File: src/rtl/w5300_host_bus_ctrl_pkg.sv
// rtl/w5300_host_bus_ctrl_pkg.sv - W5300 host bus constants, state type and default timing
package W5300;

    localparam logic WR = 1'b1;
    localparam logic RD = 1'b0;

    // Default phase lengths in 10 ns cycles (100 MHz clock)
    localparam int unsigned DEF_SETUP_CYC   = 1;
    localparam int unsigned DEF_STROBE_CYC  = 7;
    localparam int unsigned DEF_HOLD_CYC    = 1;
    localparam int unsigned DEF_RECOVER_CYC = 3;

    typedef enum logic [2:0] {
        ST_IDLE,
        ST_SETUP,
        ST_STROBE,
        ST_HOLD,
        ST_RECOVER
    } host_bus_state_t;

endpackage

File: src/rtl/w5300_host_bus_ctrl_sync_2ff.sv
// rtl/w5300_host_bus_ctrl_sync_2ff.sv - generic 2-flop synchronizer with selectable reset value
module sync_2ff #(
    parameter logic RESET_VAL = 1'b0
) (
    input  logic clk,
    input  logic rst_n,
    input  logic d,
    output logic q
);

    logic meta;

    always_ff @(posedge clk or negedge rst_n) begin
        if (!rst_n) begin
            meta <= RESET_VAL;
            q    <= RESET_VAL;
        end else begin
            meta <= d;
            q    <= meta;
        end
    end

endmodule

File: src/rtl/w5300_host_bus_ctrl.sv
// rtl/w5300_host_bus_ctrl.sv - single 16-bit register access engine for the W5300 direct-address host bus
module w5300_host_bus_ctrl
    import W5300::*;
#(
    parameter int unsigned SETUP_CYC   = DEF_SETUP_CYC,
    parameter int unsigned STROBE_CYC  = DEF_STROBE_CYC,
    parameter int unsigned HOLD_CYC    = DEF_HOLD_CYC,
    parameter int unsigned RECOVER_CYC = DEF_RECOVER_CYC
) (
    input  logic        clk,
    input  logic        rst_n,
    input  logic        req,
    input  logic [10:0] addr,
    input  logic [15:0] wr_data,
    output logic [15:0] rd_data,
    output logic        op_state,
    output logic        busy,
    output logic [9:0]  bus_addr,
    output logic [15:0] bus_dq_o,
    output logic        bus_dq_oe,
    input  logic [15:0] bus_dq_i,
    output logic        bus_cs_n,
    output logic        bus_rd_n,
    output logic        bus_wr_n,
    input  logic        bus_int_n,
    output logic        irq
);

    localparam logic [7:0] SETUP_LD   = 8'(SETUP_CYC - 1);
    localparam logic [7:0] STROBE_LD  = 8'(STROBE_CYC - 1);
    localparam logic [7:0] HOLD_LD    = 8'(HOLD_CYC - 1);
    localparam logic [7:0] RECOVER_LD = 8'(RECOVER_CYC - 1);

    host_bus_state_t state, state_nxt;
    logic [7:0]      cnt, cnt_nxt;
    logic            accept, capture, done;
    logic            rw_q, rw_sel, in_access;
    logic            int_sync;

    always_ff @(posedge clk or negedge rst_n) begin
        if (!rst_n) begin
            state <= ST_IDLE;
            cnt   <= 8'd0;
        end else begin
            state <= state_nxt;
            cnt   <= cnt_nxt;
        end
    end

    // End of Recover doubles as the Idle sampling point so a held req gets full throughput
    always_comb begin
        state_nxt = state;
        cnt_nxt   = cnt;
        accept    = 1'b0;
        capture   = 1'b0;
        done      = 1'b0;
        case (state)
            ST_IDLE: begin
                if (req) begin
                    state_nxt = ST_SETUP;
                    cnt_nxt   = SETUP_LD;
                    accept    = 1'b1;
                end
            end
            ST_SETUP: begin
                if (cnt == 8'd0) begin
                    state_nxt = ST_STROBE;
                    cnt_nxt   = STROBE_LD;
                end else begin
                    cnt_nxt = cnt - 8'd1;
                end
            end
            ST_STROBE: begin
                if (cnt == 8'd0) begin
                    state_nxt = ST_HOLD;
                    cnt_nxt   = HOLD_LD;
                    capture   = (rw_q == RD);
                end else begin
                    cnt_nxt = cnt - 8'd1;
                end
            end
            ST_HOLD: begin
                if (cnt == 8'd0) begin
                    state_nxt = ST_RECOVER;
                    cnt_nxt   = RECOVER_LD;
                    done      = 1'b1;
                end else begin
                    cnt_nxt = cnt - 8'd1;
                end
            end
            ST_RECOVER: begin
                if (cnt == 8'd0) begin
                    if (req) begin
                        state_nxt = ST_SETUP;
                        cnt_nxt   = SETUP_LD;
                        accept    = 1'b1;
                    end else begin
                        state_nxt = ST_IDLE;
                        cnt_nxt   = 8'd0;
                    end
                end else begin
                    cnt_nxt = cnt - 8'd1;
                end
            end
            default: begin
                state_nxt = ST_IDLE;
                cnt_nxt   = 8'd0;
            end
        endcase
    end

    assign rw_sel    = accept ? addr[10] : rw_q;
    assign in_access = (state_nxt == ST_SETUP) || (state_nxt == ST_STROBE) || (state_nxt == ST_HOLD);

    // Pins are registered from the next state so they line up with the phase they belong to
    always_ff @(posedge clk or negedge rst_n) begin
        if (!rst_n) begin
            rw_q      <= RD;
            bus_addr  <= 10'd0;
            bus_dq_o  <= 16'd0;
            rd_data   <= 16'd0;
            op_state  <= 1'b0;
            busy      <= 1'b0;
            bus_cs_n  <= 1'b1;
            bus_rd_n  <= 1'b1;
            bus_wr_n  <= 1'b1;
            bus_dq_oe <= 1'b0;
        end else begin
            if (accept) begin
                rw_q     <= addr[10];
                bus_addr <= addr[9:0];
                bus_dq_o <= wr_data;
            end
            if (capture) begin
                rd_data <= bus_dq_i;
            end
            op_state  <= done;
            busy      <= (state_nxt != ST_IDLE);
            bus_cs_n  <= !in_access;
            bus_rd_n  <= !((state_nxt == ST_STROBE) && (rw_sel == RD));
            bus_wr_n  <= !((state_nxt == ST_STROBE) && (rw_sel == WR));
            bus_dq_oe <= in_access && (rw_sel == WR);
        end
    end

    sync_2ff #(
        .RESET_VAL(1'b1)
    ) u_int_sync (
        .clk  (clk),
        .rst_n(rst_n),
        .d    (bus_int_n),
        .q    (int_sync)
    );

    assign irq = !int_sync;

endmodule

File: config.mk
export PLATFORM = sky130hd
export DESIGN_NAME = w5300_host_bus_ctrl
export DESIGN_NICKNAME = d
export VERILOG_FILES = /design/src/rtl/w5300_host_bus_ctrl_pkg.sv /design/src/rtl/w5300_host_bus_ctrl_sync_2ff.sv /design/src/rtl/w5300_host_bus_ctrl.sv
export SDC_FILE = /design/constraint.sdc
export NUM_CORES = 1
export LEC_CHECK = 0
export BUFFER_PORTS_ARGS = -buffer_cell sky130_fd_sc_hd__buf_2
export CORE_MARGIN = 10
export CORE_UTILIZATION = 30
export DETAILED_ROUTE_END_ITERATION = 7
export PLACE_DENSITY = 0.53
export SYNTH_ARGS = -nofsm -noshare
export SYNTH_HDL_FRONTEND = slang
export SYNTH_SLANG_ARGS = --single-unit
File: constraint.sdc
create_clock -name clk -period 4.1 [get_ports clk]
set_input_delay 0.82 -clock clk [delete_from_list [all_inputs] [get_ports clk]]
set_output_delay 0.82 -clock clk [all_outputs]
set_load 0.005 [all_outputs]
-- Yosys cells after proc, flatten, opt, wreduce, memory -nomap -nowiden
Index checks and enable logic that the tools add are counted.
- flip-flop bits (word level): 62
- input port bits: 47
- output and inout port bits: 49
- word-level logic and storage cells: 58
- add/sub/neg operators: 1
- equal/unequal tests: 8
- mux-type cells: 20
- bitwise gates (word level): 2
- reduce and logical (&&, ||, !) cells: 13
- operators by type and width (operator ; number):
    8-bit two-way mux ; 4
    8-bit case mux with 4 select lines ; 1
    3-bit two-way mux ; 5
    3-bit case mux with 5 select lines ; 1
    3-bit by 2-bit equality test with 1-bit output, second input constant ; 4
    8-bit logical NOT ; 1
    1-bit two-way mux ; 8
    8-bit by 1-bit subtractor with 8-bit output, second input constant ; 1
    3-bit by 1-bit equality test with 1-bit output, second input constant ; 2
    1-bit logical NOT ; 4
    3-bit equality test, second input constant ; 1
    1-bit logical AND ; 3
    3-bit logical NOT ; 1
    3-bit nonzero test ; 1
    1-bit logical OR ; 2
    2-bit inequality test, second input constant ; 1
    1-bit inverter ; 2
    1-bit case mux with 2 select lines ; 1
    2-bit OR reduction ; 1

-- Logic depth before layout (Yosys ltp)
Gate-level depths: netlist of run 1.
- word-level depth: 7
- gate-level depth with buffers: 8
- mapped depth without buffers: 6

-- Hierarchy
A second synthesis of run 1 with hierarchy kept.
- cell total of the unflattened synthesis: 193
- area, all modules: 2673.8 µm²
- modules (own cells, without submodules) (module ; instances ; cells an instance ; area an instance (µm²) ; seq. area each (µm²)):
    w5300_host_bus_ctrl ; 1 ; 191 ; 2621.3 ; 1505.2
    sync_2ff ; 1 ; 2 ; 52.6 ; 52.6

-- Worst setup path after synthesis of run 1
OpenSTA, ideal clock, no wires.
- kind: register to register
- start: register cnt[0]
- end: register rd_data[10]
- setup time: 0.125 ns
- arrival: 2.053 ns
- required time: 3.975 ns
- setup slack: 1.922 ns
- cell stages (with the launch flop): 9
- path buffers: 2
- clock period less this slack: 2.178 ns
- cells stage by stage: dfrtp_1 -> inv_1 -> ha_1 -> or3b_2 -> clkbuf_1 -> nor2_1 -> nand4_2 -> buf_6 -> mux2_4
- longest elaborated chain between the ends: 3
- ends and longest elaborated chain (element ; RTL line ; RTL):
    start, declared ; w5300_host_bus_ctrl.sv:35 ; logic [7:0] cnt, cnt_nxt;
    start signal, assigned ; w5300_host_bus_ctrl.sv:46 ; cnt <= cnt_nxt;
    8-bit logical NOT ; w5300_host_bus_ctrl.sv:74 ; if (cnt == 8'd0) begin
    1-bit two-way mux ; w5300_host_bus_ctrl.sv:74 ;
    1-bit two-way mux ; w5300_host_bus_ctrl.sv:57 ; case (state)
    end signal, assigned ; w5300_host_bus_ctrl.sv:135 ; rd_data <= bus_dq_i;
    end, declared ; w5300_host_bus_ctrl.sv:15 ; output logic [15:0] rd_data,
Every way passes these cells.
A chain may end at the register's enable or synchronous reset.

-- Worst setup path in the final report of run 1
Ends and elaborated chain as after synthesis.

==> run metrics, run 1 <==
IO Pins=96; Synth Warn #=0; WL per Instance=15.8 um; Worst Hold Class=flip-flop to flip-flop; TritonRoute pass-1 iters=4; clk buf depth=2; critical path peak fanout=16; largest net degree at the start of global routing=36; pre-CTS setup slack=1.57 ns; Worst Skew=0.0102 ns; asr flop ratio synth=100%; share of the synthesized area in the top cell type=53.0%; fin crit share=60.8%; synth-to-layout area growth=29.2%; row cnt=34; Net Count, Synth=240; CTS tree=built; top-count cell post-synth=dfrtp_1; reg2reg path depth=6; final hold vios=0; hold buffer count at CTS=0; total power=2.77 mW; grt peak-use layer=met2; Vias=1,818; top post-synthesis cells by area=dfrtp_1, mux2_4, mux2_2, dfstp_2, nor2_1; CP startpoint kind=flip-flop; Worst Path Required=4.33 ns; Synth cell types=38; Layout Nets=approximately 340; R2R Path End=rd_data[10]; H-tree levels=3; Slew Limit Fails=0; Setup crit start=cnt[0]; Die Height=115 um; P per Cell Area=between 700 and 800 nW/um^2; CP endpoint kind=flip-flop; ant diodes=0; setup bufs post-CTS=0; routing usage on met2=14.1%; largest family of logic cells by synthesized area=multiplexers; layout cells sized above 1=55.8%; Worst-Margin Slew=0.815 ns; first-pass GRT wire length=10,200 um; Max Fclk=401 MHz; Final ANT Viol Nets=0; post-place instance area=3250 um^2; gpl congestion=0.809; Final Worst Setup Slack=approximately 1.6 ns; Avg Cell Area, Syn=14.1 um^2; Final Cell Area=3480 um^2; Vias per Instance=roughly 4.5; DRC viols=0; chip width=between 100 and 150 um; post-synthesis compound-gate area fraction=5.72%; clk root buf=clkbuf_8; hold_sp=u_int_sync.meta; Reg2Reg Setup Slack=1.61 ns; outcome=finished, final reports clean; GRT Overall Usage=9.60%; post-synthesis adder-cell area fraction=0.930%; kind of critical path=flip-flop to flip-flop; largest area contributor in the netlist=dfrtp_1; Die ar.=13,200 um^2; max-cap violation count=0; clock transition at the registers of the reported paths=0.07 ns; GR Layer Usage met3=~4.7%; r2r startpoint=cnt[0]; #FFs+latches synth=62; RSZ-0062 raised after global routing=false; DP HPWL=4780 um; number of buffers added on ports=95; total CTS buffers=9; number of global-route vias before repair=2,017; met1 Resource Use GR=12.0%; Synth Flop Type=dfrtp_1; register area share after synthesis=57.9%; core region area=8720 um^2; VDD IR-drop max=246 uV; xor-xnor portion of the synthesized cell area=under 10%; initial antenna violation count=0; Post-Route WL=about 6300 um; mux cell area share after synthesis=21.5%; clock latency on the worst-skew pair=0.34 ns; min Tclk post-route=2.49 ns; Syn Inst Count=around 190; CTS resizes=0; Syn Std Cell Area=2690 um^2; CP Data Arrival Time=2.72 ns; Hold Path End=u_int_sync.q; setup violators final=0; Slew headroom=45.2%; Post-Synth Simple-Gate Area=8.88%; starting density of the core=30.8%; Iter 0 DRT Violations=59; Clock Sinks=a little over 60; grt total ovfl=0; Post-synth top cells=dfrtp_1, mux2_4, mux2_2; Post-synth EDFFs=0; Setup TNS Final=0 ns; Hold Path Depth=0; leakage=1.74 nW
-- state kept, by name (all words and copies together) (netlist names), 3 cells and up --
signal,count
cnt,8
state,3
bus_dq_o,16
rd_data,16
bus_addr,10
-- layer usage --
layer / wire length, um / part of all wire [%]
met1: 2840 / 45
met2: 2860 / 45
met3: 558 / 8.8
met4: 74 / 1.2
met5: 0 / 0
-- power by group --
part | total (mW) | internal, mW | switching, mW
combinational | 1.07 | 0.602 | 0.471
sequential | 1.09 | 0.907 | 0.181
clock | 0.609 | 0.374 | 0.236
-- through the flow --
stage / util (%) / cells / hold slack (ns)
final: 39.9 / 402 / 0.359
after global routing: 39.9 / 402 / 0.369
after CTS: 39.9 / 402 / 0.360
after detailed placement: 37.3 / 386 / 0.350
after global placement: 37.3 / 386 / 0.346
after floorplan: - / 191 / 0.345
-- area by class of cell --
type | instances | area [um^2]
fill | 844 | 5250
inverter | 7 | 26.3
sequential | 62 | 1560
clock inverter | 4 | 70.1
clock buffer | 12 | 155
timing repair buffer | 96 | 483
multi-input combinational | 113 | 1050
tap | 108 | 135
-- cells in the final DEF, fill, tap and decap left out, types with 2 or more instances in the layout --
master	count
a21oi_1	4
buf_2	95
bufinv_16	2
clkbuf_8	11
clkinv_2	2
dfrtp_1	57
dfstp_2	5
ha_1	2
inv_1	7
mux2_2	14
mux2_4	28
nand2_1	3
nand3_1	6
nand4_1	2
nor2_1	13
nor3_1	2
nor4_1	5
o211ai_1	3
o21ai_0	5
or3_1	2
or4_1	2
xnor2_1	2
xor2_1	4
-- worst max-delay path, stage by stage, from the launching register on --
cell and delay [ns]:
dfrtp_1 0.41, inv_1 0.10, ha_1 0.16, or3b_2 0.55, nor2_1 0.16, nand4_2 0.52, mux2_4 0.49
-- worst max-delay path by stage --
| stage | to | slack, ns | cells after the start |
|---|---|---|---|
| after detailed placement | rd_data[10] | 1.57 | 6 |
| after global routing | rd_data[15] | 1.43 | 6 |
| after global placement | rd_data[8] | 1.61 | 6 |
| final | rd_data[10] | 1.61 | 6 |
| after floorplan | rd_data[10] | 1.92 | 8 |
| after CTS | rd_data[10] | 1.57 | 6 |
-- cells by family after synthesis --
kind of cell	count (synthesis)
AND/OR/NAND/NOR	42
adder cells (fa/ha/maj)	2
multiplexers	42
XOR/XNOR	6
buffers and inverters	16
AO/OA/AOI/OAI	21
flip-flops	62
No activity file was read; power rests on OpenSTA's default activity.
==> run 2: changes to the inputs <==
- clock period: 4.1 -> 2.45 ns (I/O delays scaled with it)
==> run 2 against run 1 <==
Compared with the run above: sequential share of layout area is 0.21 points lower; utilization is 0.19 points higher; critical path depth is 1 higher; via count is 1.2% higher; global-route usage is 0.25 points lower; critical path type unchanged; highest routed layer unchanged.
==> run metrics, run 2 (synthesis gave the netlist of run 1 again) <==
Worst path slowest cell=or3b_2; Slew Limit Fails=0 (unchanged); commonest non-fill, non-tap cell in the layout=buf_2; Cell Chain, Critical Path=inv_1 > ha_1 > or3b_2 > o21ai_4 > nand3_4 > buf_12 > mux2_4; chip width=115 um (unchanged); CTS resizes=0 (unchanged); Die ar.=13,200 um^2 (unchanged); fin crit share=88.2% (+27 points); reg2reg path depth=7 (+1); Worst Skew=0.00922 ns (-0.000932 ns); gpl congestion=0.795 (-1.7%); kind of critical path=flip-flop to flip-flop; Worst Hold Class=input port to async pin; H-tree levels=3 (unchanged); CP Data Arrival Time=2.38 ns (-0.34 ns); clock transition at the registers of the reported paths=0.07 ns (about the same); Reg2Reg Setup Slack=0.29 ns (-1.32 ns); P per Cell Area=1280 nW/um^2 (+60%); hold buffer count at CTS=0 (unchanged); DRC viols=0 (unchanged); part of the power in combinational logic=41.1% (+2.4 points); outcome=finished, final reports clean; critical path peak fanout=28 (+12); min Tclk post-route=2.16 ns (-0.331 ns); sw power=1.46 mW (+65%); layout cells sized above 1=56.4% (+0.59 points); Post-Route WL=6140 um (-3.1%); leakage=1.75 nW (+0.46%); CTS tree=built; Layout Nets=342 (+1.2%); total power=4.46 mW (+61%); number of buffers added on ports=95 (unchanged); Regs by FF count=bus_dq_o: 16 flops, rd_data: 16 flops, bus_addr: 10 flops; max-cap violation count=0 (unchanged); CP startpoint kind=flip-flop; grt total ovfl=0 (unchanged); R2R Path End=bus_addr[6]; Clock Power Share=18.3% (-3.7 points); clk buf depth=2 (unchanged); switching part of the total power=32.7% (+0.69 points); Final ANT Viol Nets=0 (unchanged); VDD IR-drop max=421 uV (+71%); clock latency on the worst-skew pair=0.33 ns (about the same); starting density of the core=30.8% (unchanged); IO Pins=96 (unchanged); row cnt=34 (unchanged); final hold vios=0 (unchanged); WL per Instance=15.1 um (-4.0%); Worst path top cell family by delay=simple AND/OR/NAND/NOR gates; largest net degree at the start of global routing=29 (-19%); core region area=8720 um^2 (unchanged); CP endpoint kind=flip-flop; Cells after DPL=390 (+1.0%); Vias per Instance=4.53 (+0.21%); Worst-Margin Slew=0.560 ns (-0.254 ns); Layout fillers=848 (+0.47%); crit path buf inv count=2 (+1); TritonRoute pass-1 iters=6 (+2); fin cells=406 (+1.0%); CP max stage delay=0.54 ns (about the same); DP HPWL=4710 um (-1.4%); setup violators final=0 (unchanged); r2r startpoint=cnt[0]; number of global-route vias before repair=1,964 (-2.6%); Flop pwr share=40.6% (+1.3 points); internal power=3.00 mW (+59%); Worst Path Required=2.66 ns (-1.67 ns); ant diodes=0 (unchanged); Die Height=115 um (unchanged); initial antenna violation count=0 (unchanged); Iter 0 DRT Violations=104 (+76%); Setup TNS Final=0 ns (unchanged); total CTS buffers=9 (unchanged); Util after Layout=40.0% (+0.19 points); first-pass GRT wire length=9870 um (-2.8%); clk root buf=clkbuf_8; Max Fclk=463 MHz (+15%); most frequent cells in the layout=buf_2, dfrtp_1, mux2_4; RSZ-0062 raised after global routing=false; synth-to-layout area growth=29.8%; Vias=1,840 (+1.2%); setup bufs post-CTS=0 (unchanged); Slew headroom=62.6% (+17 points); GRT Overall Usage=9.35% (-0.25 points); Clock Sinks=62 (unchanged)
==> run 2: cell type report <==
type                    count  area (um^2)  share of cell area, %
flip-flops and latches     62         1560                   44.6
multi-input cells         113         1050                   30.0
repair buffers            100          538                   15.4
clock buffers              13          169                   4.84
well taps                 108          135                   3.87
inverters                   7         26.3                  0.752
clock inverters             3         17.5                  0.502
==> run 2: metrics by stage <==
step                      cell area [um^2]  hold WS [ns]  setup slack, ns
after CTS                             3490         0.160            0.291
after detailed placement              3310         0.350            0.309
after floorplan                       2690         0.194            0.272
final                                 3490         0.149            0.288
after global routing                  3490         0.184            0.192
after global placement                3310         0.347            0.335
==> run 2: layer usage <==
layer  share of wire, %  vias to the layer above  GRT usage, %
met5                  0                        -             0
met4                1.4                        0          4.54
li1                   -                      887             -
met2                 44                       63          13.4
met1                 45                      881          11.7
met3                8.9                        9          4.25
==> run 2: power by group through the flow <==
| stage | clock (mW) | sequential, mW | combinational (mW) |
|---|---|---|---|
| finish | 0.818 | 1.81 | 1.83 |
| CTS | 0.858 | 1.81 | 1.88 |
| detailed placement | 0 | 1.82 | 1.87 |
| floorplan | 0 | 1.81 | 1.18 |
| global placement | 0 | 1.82 | 1.85 |
| global route | 0.913 | 1.88 | 2.03 |
==> run 2: worst max path at each step <==
stage           start           end  slack (ns)  cells past startpoint
2_1_floorplan  cnt[0]   rd_data[10]        0.27                      8
3_3_place_gp   cnt[1]  bus_dq_o[11]        0.34                      7
3_5_place_dp   cnt[0]  bus_dq_o[11]        0.31                      7
4_1_cts        cnt[0]   bus_addr[2]        0.29                      7
5_1_grt        cnt[0]   bus_addr[0]        0.19                      7
6_report       cnt[0]   bus_addr[6]        0.29                      7
